### src/rtl/riscv_pkg.sv
// riscv_pkg: RV32I opcode constants, immediate-format enum and the ID/EX register layout
// shared by the decode stage and its immediate generator.
package riscv_pkg;

  localparam logic [6:0] OP       = 7'b0110011;
  localparam logic [6:0] OP_IMM   = 7'b0010011;
  localparam logic [6:0] LOAD     = 7'b0000011;
  localparam logic [6:0] STORE    = 7'b0100011;
  localparam logic [6:0] BRANCH   = 7'b1100011;
  localparam logic [6:0] JAL      = 7'b1101111;
  localparam logic [6:0] JALR     = 7'b1100111;
  localparam logic [6:0] LUI      = 7'b0110111;
  localparam logic [6:0] AUIPC    = 7'b0010111;
  localparam logic [6:0] SYSTEM   = 7'b1110011;
  localparam logic [6:0] MISC_MEM = 7'b0001111;

  typedef enum logic [2:0] {
    IMM_NONE = 3'd0,
    IMM_I    = 3'd1,
    IMM_S    = 3'd2,
    IMM_B    = 3'd3,
    IMM_U    = 3'd4,
    IMM_J    = 3'd5
  } imm_type_e;

  typedef enum logic {
    ID_EMPTY = 1'b0,
    ID_FULL  = 1'b1
  } id_state_e;

  typedef struct packed {
    logic [31:0] pc;
    logic [31:0] rs1_val;
    logic [31:0] rs2_val;
    logic [31:0] imm;
    logic [4:0]  rd;
    logic [6:0]  opcode;
    logic [2:0]  funct3;
    logic [6:0]  funct7;
    logic        is_load;
    logic        illegal;
  } id_ex_t;

  function automatic logic is_rv32i_opcode(input logic [6:0] opcode);
    case (opcode)
      OP, OP_IMM, LOAD, STORE, BRANCH, JAL, JALR,
      LUI, AUIPC, SYSTEM, MISC_MEM: is_rv32i_opcode = 1'b1;
      default:                      is_rv32i_opcode = 1'b0;
    endcase
  endfunction

endpackage

### src/rtl/imm_gen.sv
// imm_gen: classifies the instruction format from its opcode and builds the
// sign-extended RV32I immediate; R-type and unknown opcodes yield zero.
module imm_gen
  import riscv_pkg::*;
(
  input  logic [31:0] instr,
  output logic [2:0]  imm_type,
  output logic [31:0] imm
);

  imm_type_e type_s;

  always_comb begin
    case (instr[6:0])
      OP_IMM, LOAD, JALR, SYSTEM, MISC_MEM: type_s = IMM_I;
      STORE:                                type_s = IMM_S;
      BRANCH:                               type_s = IMM_B;
      LUI, AUIPC:                           type_s = IMM_U;
      JAL:                                  type_s = IMM_J;
      default:                              type_s = IMM_NONE;
    endcase
  end

  // Every format takes its sign from instr[31].
  always_comb begin
    case (type_s)
      IMM_I:   imm = {{20{instr[31]}}, instr[31:20]};
      IMM_S:   imm = {{20{instr[31]}}, instr[31:25], instr[11:7]};
      IMM_B:   imm = {{19{instr[31]}}, instr[31], instr[7], instr[30:25], instr[11:8], 1'b0};
      IMM_U:   imm = {instr[31:12], 12'h000};
      IMM_J:   imm = {{11{instr[31]}}, instr[31], instr[19:12], instr[20], instr[30:21], 1'b0};
      default: imm = 32'h0000_0000;
    endcase
  end

  assign imm_type = type_s;

endmodule

### src/rtl/decode_stage.sv
// decode_stage: RV32I decode with load-use / writeback hazard detection and the ID/EX register.
// Build option DECODE_WB_BYPASS_EN forwards the writeback port into the operands instead of stalling.
module decode_stage
  import riscv_pkg::*;
#(
  parameter int          XLEN     = 32,
  parameter logic [31:0] RESET_PC = 32'h0000_0000
) (
  input  logic            clk,
  input  logic            rst,
  input  logic            if_valid,
  output logic            if_ready,
  input  logic [31:0]     if_instr,
  input  logic [XLEN-1:0] if_pc,
  input  logic            flush,
  output logic [4:0]      rf_rs1,
  output logic [4:0]      rf_rs2,
  input  logic [XLEN-1:0] rf_rs1_data,
  input  logic [XLEN-1:0] rf_rs2_data,
  input  logic            wb_we,
  input  logic [4:0]      wb_rd,
  input  logic [XLEN-1:0] wb_data,
  input  logic            ex_ready,
  output logic            id_valid,
  output logic [XLEN-1:0] id_pc,
  output logic [XLEN-1:0] id_rs1_val,
  output logic [XLEN-1:0] id_rs2_val,
  output logic [XLEN-1:0] id_imm,
  output logic [4:0]      id_rd,
  output logic [6:0]      id_opcode,
  output logic [2:0]      id_funct3,
  output logic [6:0]      id_funct7,
  output logic            id_is_load,
  output logic            id_illegal
);

  logic [6:0]      opcode_s;
  logic [4:0]      rs1_s, rs2_s;
  logic            use_rs1_s, use_rs2_s, live_rs1_s, live_rs2_s;
  logic            load_hazard_s, wb_hit_rs1_s, wb_hit_rs2_s, hazard_s;
  logic            load_en_s, ready_s, transfer_s, no_rd_s, illegal_s;
  logic [XLEN-1:0] rs1_val_s, rs2_val_s;
  logic [2:0]      imm_type_s;
  logic [31:0]     imm_s;
  id_state_e       state_r, state_nxt_s;
  id_ex_t          id_ex_r, id_ex_nxt_s;

  assign opcode_s = if_instr[6:0];
  assign rs1_s    = if_instr[19:15];
  assign rs2_s    = if_instr[24:20];
  assign rf_rs1   = rs1_s;
  assign rf_rs2   = rs2_s;

  imm_gen u_imm_gen (
    .instr    (if_instr),
    .imm_type (imm_type_s),
    .imm      (imm_s)
  );

  // Which source fields the opcode actually reads; unused fields never stall.
  always_comb begin
    use_rs1_s = 1'b1;
    use_rs2_s = 1'b0;
    case (opcode_s)
      LUI, AUIPC, JAL:   use_rs1_s = 1'b0;
      OP, STORE, BRANCH: use_rs2_s = 1'b1;
      default: begin
        use_rs1_s = 1'b1;
        use_rs2_s = 1'b0;
      end
    endcase
  end

  assign live_rs1_s    = use_rs1_s && (rs1_s != 5'd0);
  assign live_rs2_s    = use_rs2_s && (rs2_s != 5'd0);
  assign load_hazard_s = (state_r == ID_FULL) && id_ex_r.is_load && (id_ex_r.rd != 5'd0) &&
                         ((live_rs1_s && (rs1_s == id_ex_r.rd)) || (live_rs2_s && (rs2_s == id_ex_r.rd)));
  assign wb_hit_rs1_s  = wb_we && (wb_rd != 5'd0) && live_rs1_s && (rs1_s == wb_rd);
  assign wb_hit_rs2_s  = wb_we && (wb_rd != 5'd0) && live_rs2_s && (rs2_s == wb_rd);

`ifdef DECODE_WB_BYPASS_EN
  assign hazard_s  = load_hazard_s;
  assign rs1_val_s = wb_hit_rs1_s ? wb_data : rf_rs1_data;
  assign rs2_val_s = wb_hit_rs2_s ? wb_data : rf_rs2_data;
`else
  // The register file returns stale data on the write cycle, so wait for it to land.
  logic [XLEN-1:0] wb_data_unused_s;
  assign wb_data_unused_s = wb_data;
  assign hazard_s  = load_hazard_s || wb_hit_rs1_s || wb_hit_rs2_s;
  assign rs1_val_s = rf_rs1_data;
  assign rs2_val_s = rf_rs2_data;
`endif

  assign illegal_s  = !is_rv32i_opcode(opcode_s);
  assign no_rd_s    = illegal_s || (imm_type_e'(imm_type_s) == IMM_S) || (imm_type_e'(imm_type_s) == IMM_B);
  assign transfer_s = if_valid && ready_s;

  // Occupancy state register.
  always_ff @(posedge clk or posedge rst) begin
    if (rst) state_r <= ID_EMPTY;
    else     state_r <= state_nxt_s;
  end

  // Next occupancy: flush beats a transfer, which beats a drain into EX.
  always_comb begin
    state_nxt_s = state_r;
    if (flush)           state_nxt_s = ID_EMPTY;
    else if (transfer_s) state_nxt_s = ID_FULL;
    else if (ex_ready)   state_nxt_s = ID_EMPTY;
    else                 state_nxt_s = state_r;
  end

  // Handshake outputs derived from occupancy and hazards.
  always_comb begin
    load_en_s = (state_r == ID_EMPTY) || ex_ready;
    ready_s   = load_en_s && !hazard_s && !flush;
  end

  always_comb begin
    id_ex_nxt_s         = '0;
    id_ex_nxt_s.pc      = if_pc;
    id_ex_nxt_s.rs1_val = rs1_val_s;
    id_ex_nxt_s.rs2_val = rs2_val_s;
    id_ex_nxt_s.imm     = imm_s;
    id_ex_nxt_s.rd      = no_rd_s ? 5'd0 : if_instr[11:7];
    id_ex_nxt_s.opcode  = opcode_s;
    id_ex_nxt_s.funct3  = if_instr[14:12];
    id_ex_nxt_s.funct7  = if_instr[31:25];
    id_ex_nxt_s.is_load = (opcode_s == LOAD);
    id_ex_nxt_s.illegal = illegal_s;
  end

  // ID/EX payload: loaded only on an accepted transfer, otherwise held.
  always_ff @(posedge clk or posedge rst) begin
    if (rst)             id_ex_r <= '{pc: RESET_PC, default: '0};
    else if (transfer_s) id_ex_r <= id_ex_nxt_s;
    else                 id_ex_r <= id_ex_r;
  end

  assign if_ready   = ready_s;
  assign id_valid   = (state_r == ID_FULL);
  assign id_pc      = id_ex_r.pc;
  assign id_rs1_val = id_ex_r.rs1_val;
  assign id_rs2_val = id_ex_r.rs2_val;
  assign id_imm     = id_ex_r.imm;
  assign id_rd      = id_ex_r.rd;
  assign id_opcode  = id_ex_r.opcode;
  assign id_funct3  = id_ex_r.funct3;
  assign id_funct7  = id_ex_r.funct7;
  assign id_is_load = id_ex_r.is_load;
  assign id_illegal = id_ex_r.illegal;

endmodule

### config.mk
export PLATFORM = sky130hd
export DESIGN_NAME = decode_stage
export DESIGN_NICKNAME = d
export VERILOG_FILES = /design/src/rtl/riscv_pkg.sv /design/src/rtl/imm_gen.sv /design/src/rtl/decode_stage.sv
export SDC_FILE = /design/constraint.sdc
export NUM_CORES = 1
export LEC_CHECK = 0
export ABC_CLOCK_PERIOD_IN_PS = 6600
export BUFFER_PORTS_ARGS = -buffer_cell sky130_fd_sc_hd__buf_2
export CORE_AREA = 3 3 131 133
export CTS_CLUSTER_SIZE = 14
export DETAILED_ROUTE_END_ITERATION = 8
export DIE_AREA = 0 0 134 136
export PLACE_DENSITY = 0.84
export SYNTH_ARGS = -nofsm -noshare
export SYNTH_HDL_FRONTEND = slang
export SYNTH_HIERARCHICAL = 1
export SYNTH_SLANG_ARGS = --single-unit
### constraint.sdc
create_clock -name clk -period 6.6 [get_ports clk]
set_clock_uncertainty 0.05 [all_clocks]
set_input_delay 0.33 -clock clk [delete_from_list [all_inputs] [get_ports clk]]
set_output_delay 0.33 -clock clk [all_outputs]
set_load 0.005 [all_outputs]
# [Yosys cells after proc, flatten, opt, wreduce, memory -nomap -nowiden]
# Index checks and enable logic that the tools add are counted.
[word_totals] reg_bits=153 wordCells=75
[classes] mux=9 bitwise=1 eq_ne=20 reduce_logical=34
[ops] operator="$pmux 32 s5" n=1
[ops] operator="$eq 7x7->1 const B" n=4
[ops] operator="$eq 7x6->1 const B" n=3
[ops] operator="$eq 5x5->1" n=4
[ops] operator="$reduce_bool 5->1" n=4
[ops] operator="$logic_and 1x1->1" n=15
[ops] operator="$pmux 3 s5" n=1
[ops] operator="$eq 7x5->1 const B" n=2
[ops] operator="$reduce_or 11->1" n=1
[ops] operator="$eq 7x2->1 const B" n=1
[ops] operator="$eq 7x4->1 const B" n=1
[ops] operator="$eq 3x2->1 const B" n=2
[ops] operator="$eq 3x3->1 const B" n=2
[ops] operator="$logic_or 1x1->1" n=6
[ops] operator="$mux 1" n=6
[ops] operator="$reduce_or 3->1" n=2
[ops] operator="$mux 5" n=1
[ops] operator="$reduce_or 5->1" n=1
[ops] operator="$eq 3x1->1 const B" n=1
[ops] operator="$logic_not 1->1" n=3
[ops] operator="$reduce_bool 3->1" n=1
[ops] operator="$reduce_or 2->1" n=1
[ops] operator="$not 1->1" n=1

# [Longest topological paths before layout]
[logic_depth] depth_word=15 mapped_depth=9 depth_no_buf=7

# [Hierarchy]
# Netlist, hierarchy kept.
[modules_own_cells] module="decode_stage" instances=1 cells_each=408 area_each_um2=6471.2
[modules_own_cells] module="imm_gen" instances=1 cells_each=91 area_each_um2=581.8

# [Worst setup path after synthesis]
# No wires, ideal clock.
[synth_timing] kind="input port to flip-flop" start="input port wb_rd[1]" end="register id_ex_r, in the netlist id_imm[0]" t_arrival_ps=2143 path_slack_ps=4282 cell_stages=9 required_ps=6425 setup_time_ps=125 path_cell_list="or4_1 > o21ai_1 > nor4_1 > a211oi_2 > o211ai_1 > buf_2 > buf_6 > buf_6 > mux2_4"
[synth_between] elab_chain_cells=10 word_cells_on_any_way=14 classes_between="eq/ne (2); reduce/logical (12)"
[synth_rtl] element="from (decl)" line_no="decode_stage.sv:21" text="input logic [4:0] wb_rd,"
[synth_rtl] element="$reduce_bool 5->1" line_no="decode_stage.sv:78, decode_stage.sv:79"
[synth_rtl] element="$logic_and 1x1->1" line_no="decode_stage.sv:78, decode_stage.sv:79"
[synth_rtl] element="$logic_and 1x1->1 (2 in a row)" line_no="decode_stage.sv:78" text="assign wb_hit_rs1_s = wb_we && (wb_rd != 5'd0) && live_rs1_s && (rs1_s == wb_rd);"
[synth_rtl] element="$logic_or 1x1->1" line_no="decode_stage.sv:89" text="assign hazard_s = load_hazard_s || wb_hit_rs1_s || wb_hit_rs2_s;"
[synth_rtl] element="$logic_or 1x1->1 *" line_no="decode_stage.sv:89"
[synth_rtl] element="$logic_not 1->1 *" line_no="decode_stage.sv:116" text="ready_s = load_en_s && !hazard_s && !flush;"
[synth_rtl] element="$logic_and 1x1->1 * (2 in a row)" line_no="decode_stage.sv:116"
[synth_rtl] element="$logic_and 1x1->1 *" line_no="decode_stage.sv:96" text="assign transfer_s = if_valid && ready_s;"
[synth_rtl] element="to (signal assigned)" line_no="decode_stage.sv:136" text="else if (transfer_s) id_ex_r <= id_ex_nxt_s;"
[synth_rtl] element="to (signal assigned)" line_no="decode_stage.sv:137" text="else id_ex_r <= id_ex_r;"
[synth_rtl] element="to (decl)" line_no="decode_stage.sv:46" text="id_ex_t id_ex_r, id_ex_nxt_s;"
# Mark *: on every way between the ends. The rest lies on a longest branch, timed or not.
# A chain may end at the register's enable or synchronous reset.

# [Worst setup path in the final report]
[layout_timing] start="register id_ex_r, in the netlist id_rd[2]" end="register id_ex_r, in the netlist id_opcode[6]"
[layout_between] elab_chain_cells=10 word_cells_on_any_way=14 classes_between="eq/ne (2); reduce/logical (12)"
[layout_rtl] element="$eq 5x5->1" line_no="decode_stage.sv:77" text="((live_rs1_s && (rs1_s == id_ex_r.rd)) || (live_rs2_s && (rs2_s == id_ex_r.rd)));"
[layout_rtl] element="$logic_and 1x1->1" line_no="decode_stage.sv:77"
[layout_rtl] element="$logic_or 1x1->1" line_no="decode_stage.sv:77"
[layout_rtl] element="$logic_and 1x1->1 *" line_no="decode_stage.sv:76" text="assign load_hazard_s = (state_r == ID_FULL) && id_ex_r.is_load && (id_ex_r.rd != 5'd0) &&"
[layout_rtl] element="$logic_or 1x1->1 * (2 in a row)" line_no="decode_stage.sv:89"
[layout_rtl] element="$logic_not 1->1 *" line_no="decode_stage.sv:116"
[layout_rtl] element="$logic_and 1x1->1 * (2 in a row)" line_no="decode_stage.sv:116"
[layout_rtl] element="$logic_and 1x1->1 *" line_no="decode_stage.sv:96"
# Marked as above.

==> metrics.md <==
| Metric | Value |
|---|---|
| Status | finished, final reports clean |
| Drt total wl | 18100 um |
| DIE AREA | 18200 um^2 |
| Synth area leaders | dfrtp_1 (54%), mux2_2 (13%), mux2_4 (13%) |
| Cts bufs inserted | 17 |
| CTS tree | built |
| Die height | 136 um |
| Relative slew slack | 25.6% |
| Nets@finish | 960 |
| Reg2reg path depth | 6 |
| Largest net degree at the start of global routing | 150 |
| Cell Rows | 46 |
| Core Area | 15900 um^2 |
| Endpoint type of the worst setup path | flip-flop |
| Max stage delay on crit path | 620 ps |
| Power Density | 281 nW/um^2 |
| Avg Synthesized Cell Area | 14.1 um^2 |
| CTS Root Cell | clkbuf_16 |
| Vias in the first global route | 5210 |
| Crit-path cells | xor2_1 > nor4_1 > a41oi_1 > o211ai_1 > buf_12 > mux2_2 |
| Worst-path clk slew | 70 ps |
| Antenna diodes | 0 |
| Reg2reg end | id_opcode[6] |
| CP Max Fanout | 149 |
| Layout Cells excl Fill | 1018 |
| Resized cells post-CTS | 0 |
| Fraction of registers with async set/reset | 100% |
| Top Family by Delay on Critical Path | compound AO/OA/AOI/OAI gates |
| Final Hold Viols | 0 |
| EDFF count, synth | 0 |
| Min-delay worst type | input port to async pin |
| Power Total | 2.58 mW |
| Required @ worst endpoint | 6840 ps |
| Worst Path Arrival | 3440 ps |
| Clock sinks | 153 |
| Sw frac | 27.3% |
| Residual DRC count | 0 |
| Post-DP HPWL | 13200 um |
| Worst skew pair latency | 410 ps |
| RSZ-0062 raised after global routing | false |
| Setup Fix Bufs, Post-CTS | 0 |
| Number of port buffers | 302 |
| P&R area growth vs syn | 30.2% |
| Setup WS post-layout | 3400 ps |
| Gp weighted congestion | 0.787 |
| Critical path class | flip-flop to flip-flop |
| Total gr overflow | 0 |
| Syn Nets | 670 |
| Antenna violations before repair | 0 |
| Antenna Nets Post-Route | 0 |
| Most frequent cell after synthesis | dfrtp_1 |
| Peak supply drop | 0.173 mV |
| Leak | 4.87 nW |
| Switching power | 705 uW |
| #FFs+latches synth | 153 |
| Internal power | 1.88 mW |
| Dominant synthesized flop cell | dfrtp_1 |
| Top cells by count, synth | dfrtp_1 (153), mux2_2 (83), mux2_4 (62) |
| Yosys top cell by area | dfrtp_1 |
| Drt via density | 5.04 |
| Tot GR Track Use | 19.6% |
| Dpl ws | 3130 ps |
| Setup tns final | 0 ps |
| Synth Instances | 499 |
| Initial cell density of the core | 44.2% |
| Final Setup Violations | 0 |
| Period minus WS final | 3200 ps |
| Worst Tran Pin Value | 1120 ps |
| Synth cell types | 54 |
| Detailed-router iteration count before antenna repair | 4 |
| Top-Level Pins | 335 |
| Drt initial violations | 299 |
| First-pass GRT wire length | 28000 um |
| Reg2Reg Launch Point | id_rd[2] |
| Maximum capacitance violations | 0 |
| Ratio of cells with drive above 1 in the final layout | 61.6% |
| Yosys warnings | 6 |
| Slowest CP cell | o211ai_1 |
| Combinational power share | 19.5% |
| Post-Place Cells | 986 |
| Htree depth | 4 |
| Sequential cell area fraction in the yosys report | 54.3% |
| WP buf/inv | 1 |
| Post-route core utilization | 57.6% |
| Max clock buf depth | 2 |
| Vias | 5130 |
| CTS Hold Bufs | 0 |
| Max Transition Viols Final | 0 |
| Post-synth top area share | 54.3% |
| Sequential power share | 44.6% |
| DIE WIDTH | 134 um |
| Internal reg-to-reg setup slack | 3400 ps |
| Clock share of power | 35.8% |
| Netlist Area Pre-Place | 7050 um^2 |
| Period utilization | 48.4% |
| Routed len/inst | 17.7 um |
| Max Clk Rate | 313 MHz |
| Setup crit start kind | flip-flop |
-- through the flow --
stage                     hold slack (ps)  area, um^2
after floorplan                       388        7050
after global placement                431        8610
after detailed placement              436        8610
after CTS                            38.1        9180
after global routing                 64.4        9180
final                                8.26        9180
-- logic make-up (layout without fill, tap and decap cells) --
group	count (synthesis)	in the layout	synth area share, %
DFF	153	153	54.3
xor gates and xnor gates	21	21	2.61
muxes	152	152	27.4
and+or+nand+nor	75	75	5.77
AOI/OAI and AO/OA	54	54	5.64
buffers and inverters	44	347	4.26
-- power by group through the flow --
| stage | sequential [mW] | combinational, mW | clock (mW) |
|---|---|---|---|
| after detailed placement | 1.17 | 0.512 | 0 |
| after floorplan | 1.18 | 0.250 | 0 |
| after global routing | 1.17 | 0.550 | 1.00 |
| after CTS | 1.15 | 0.514 | 0.954 |
| after global placement | 1.16 | 0.498 | 0 |
| final | 1.15 | 0.505 | 0.925 |
-- layout make-up --
cell class                 instances  area [um^2]
clock buffer                      18          439
clock inverter                    14          131
fill                            1311         6760
inverter                          10         42.5
multi-input combinational        302         2920
sequential                       153         3830
tap                              216          270
timing repair buffer             305         1550
-- layout by cell type (no fill, tap or decap), drive strengths merged, types with 4 or more instances in the layout --
master,Yosys,layout
nor2,8,8
dfrtp,153,153
mux2i,7,7
mux2,145,145
o21ai,5,5
nor4,4,4
nand2,27,27
xnor2,14,14
and3,6,6
nand3,6,6
buf,32,305
clkbuf,2,18
a22o,4,4
xor2,7,7
a21oi,17,17
clkinv,0,5
a21o,9,9
inv,10,17
nor3,5,5
a211oi,4,4
-- registers in the layout, indices dropped and copies added, names as in the netlist --
register and flops:
id_illegal 1, id_rs2_val 32, id_pc 32, id_funct7 7
id_rs1_val 32, id_funct3 3, id_is_load 1, id_rd 5
id_opcode 7, id_valid 1, id_imm 32
-- worst max-delay path by stage --
stage,start,to,cells past startpoint
floorplan,rst,id_funct3[0],1
global placement,if_instr[3],id_rs1_val[9],8
detailed placement,if_instr[3],id_rs1_val[1],8
CTS,id_rd[2],id_rs1_val[14],6
global route,id_rd[0],id_pc[0],7
finish,id_rd[2],id_opcode[6],6
-- layer usage --
metal | GRT usage [%] | up-vias | wire length, um
met2 | 34.3 | 220 | 9270
met1 | 23.6 | 2536 | 7190
met5 | 0 | - | 0
met3 | 6.29 | 18 | 1420
li1 | - | 2356 | -
met4 | 5.03 | 0 | 194
No activity file was read; power rests on OpenSTA's default activity.
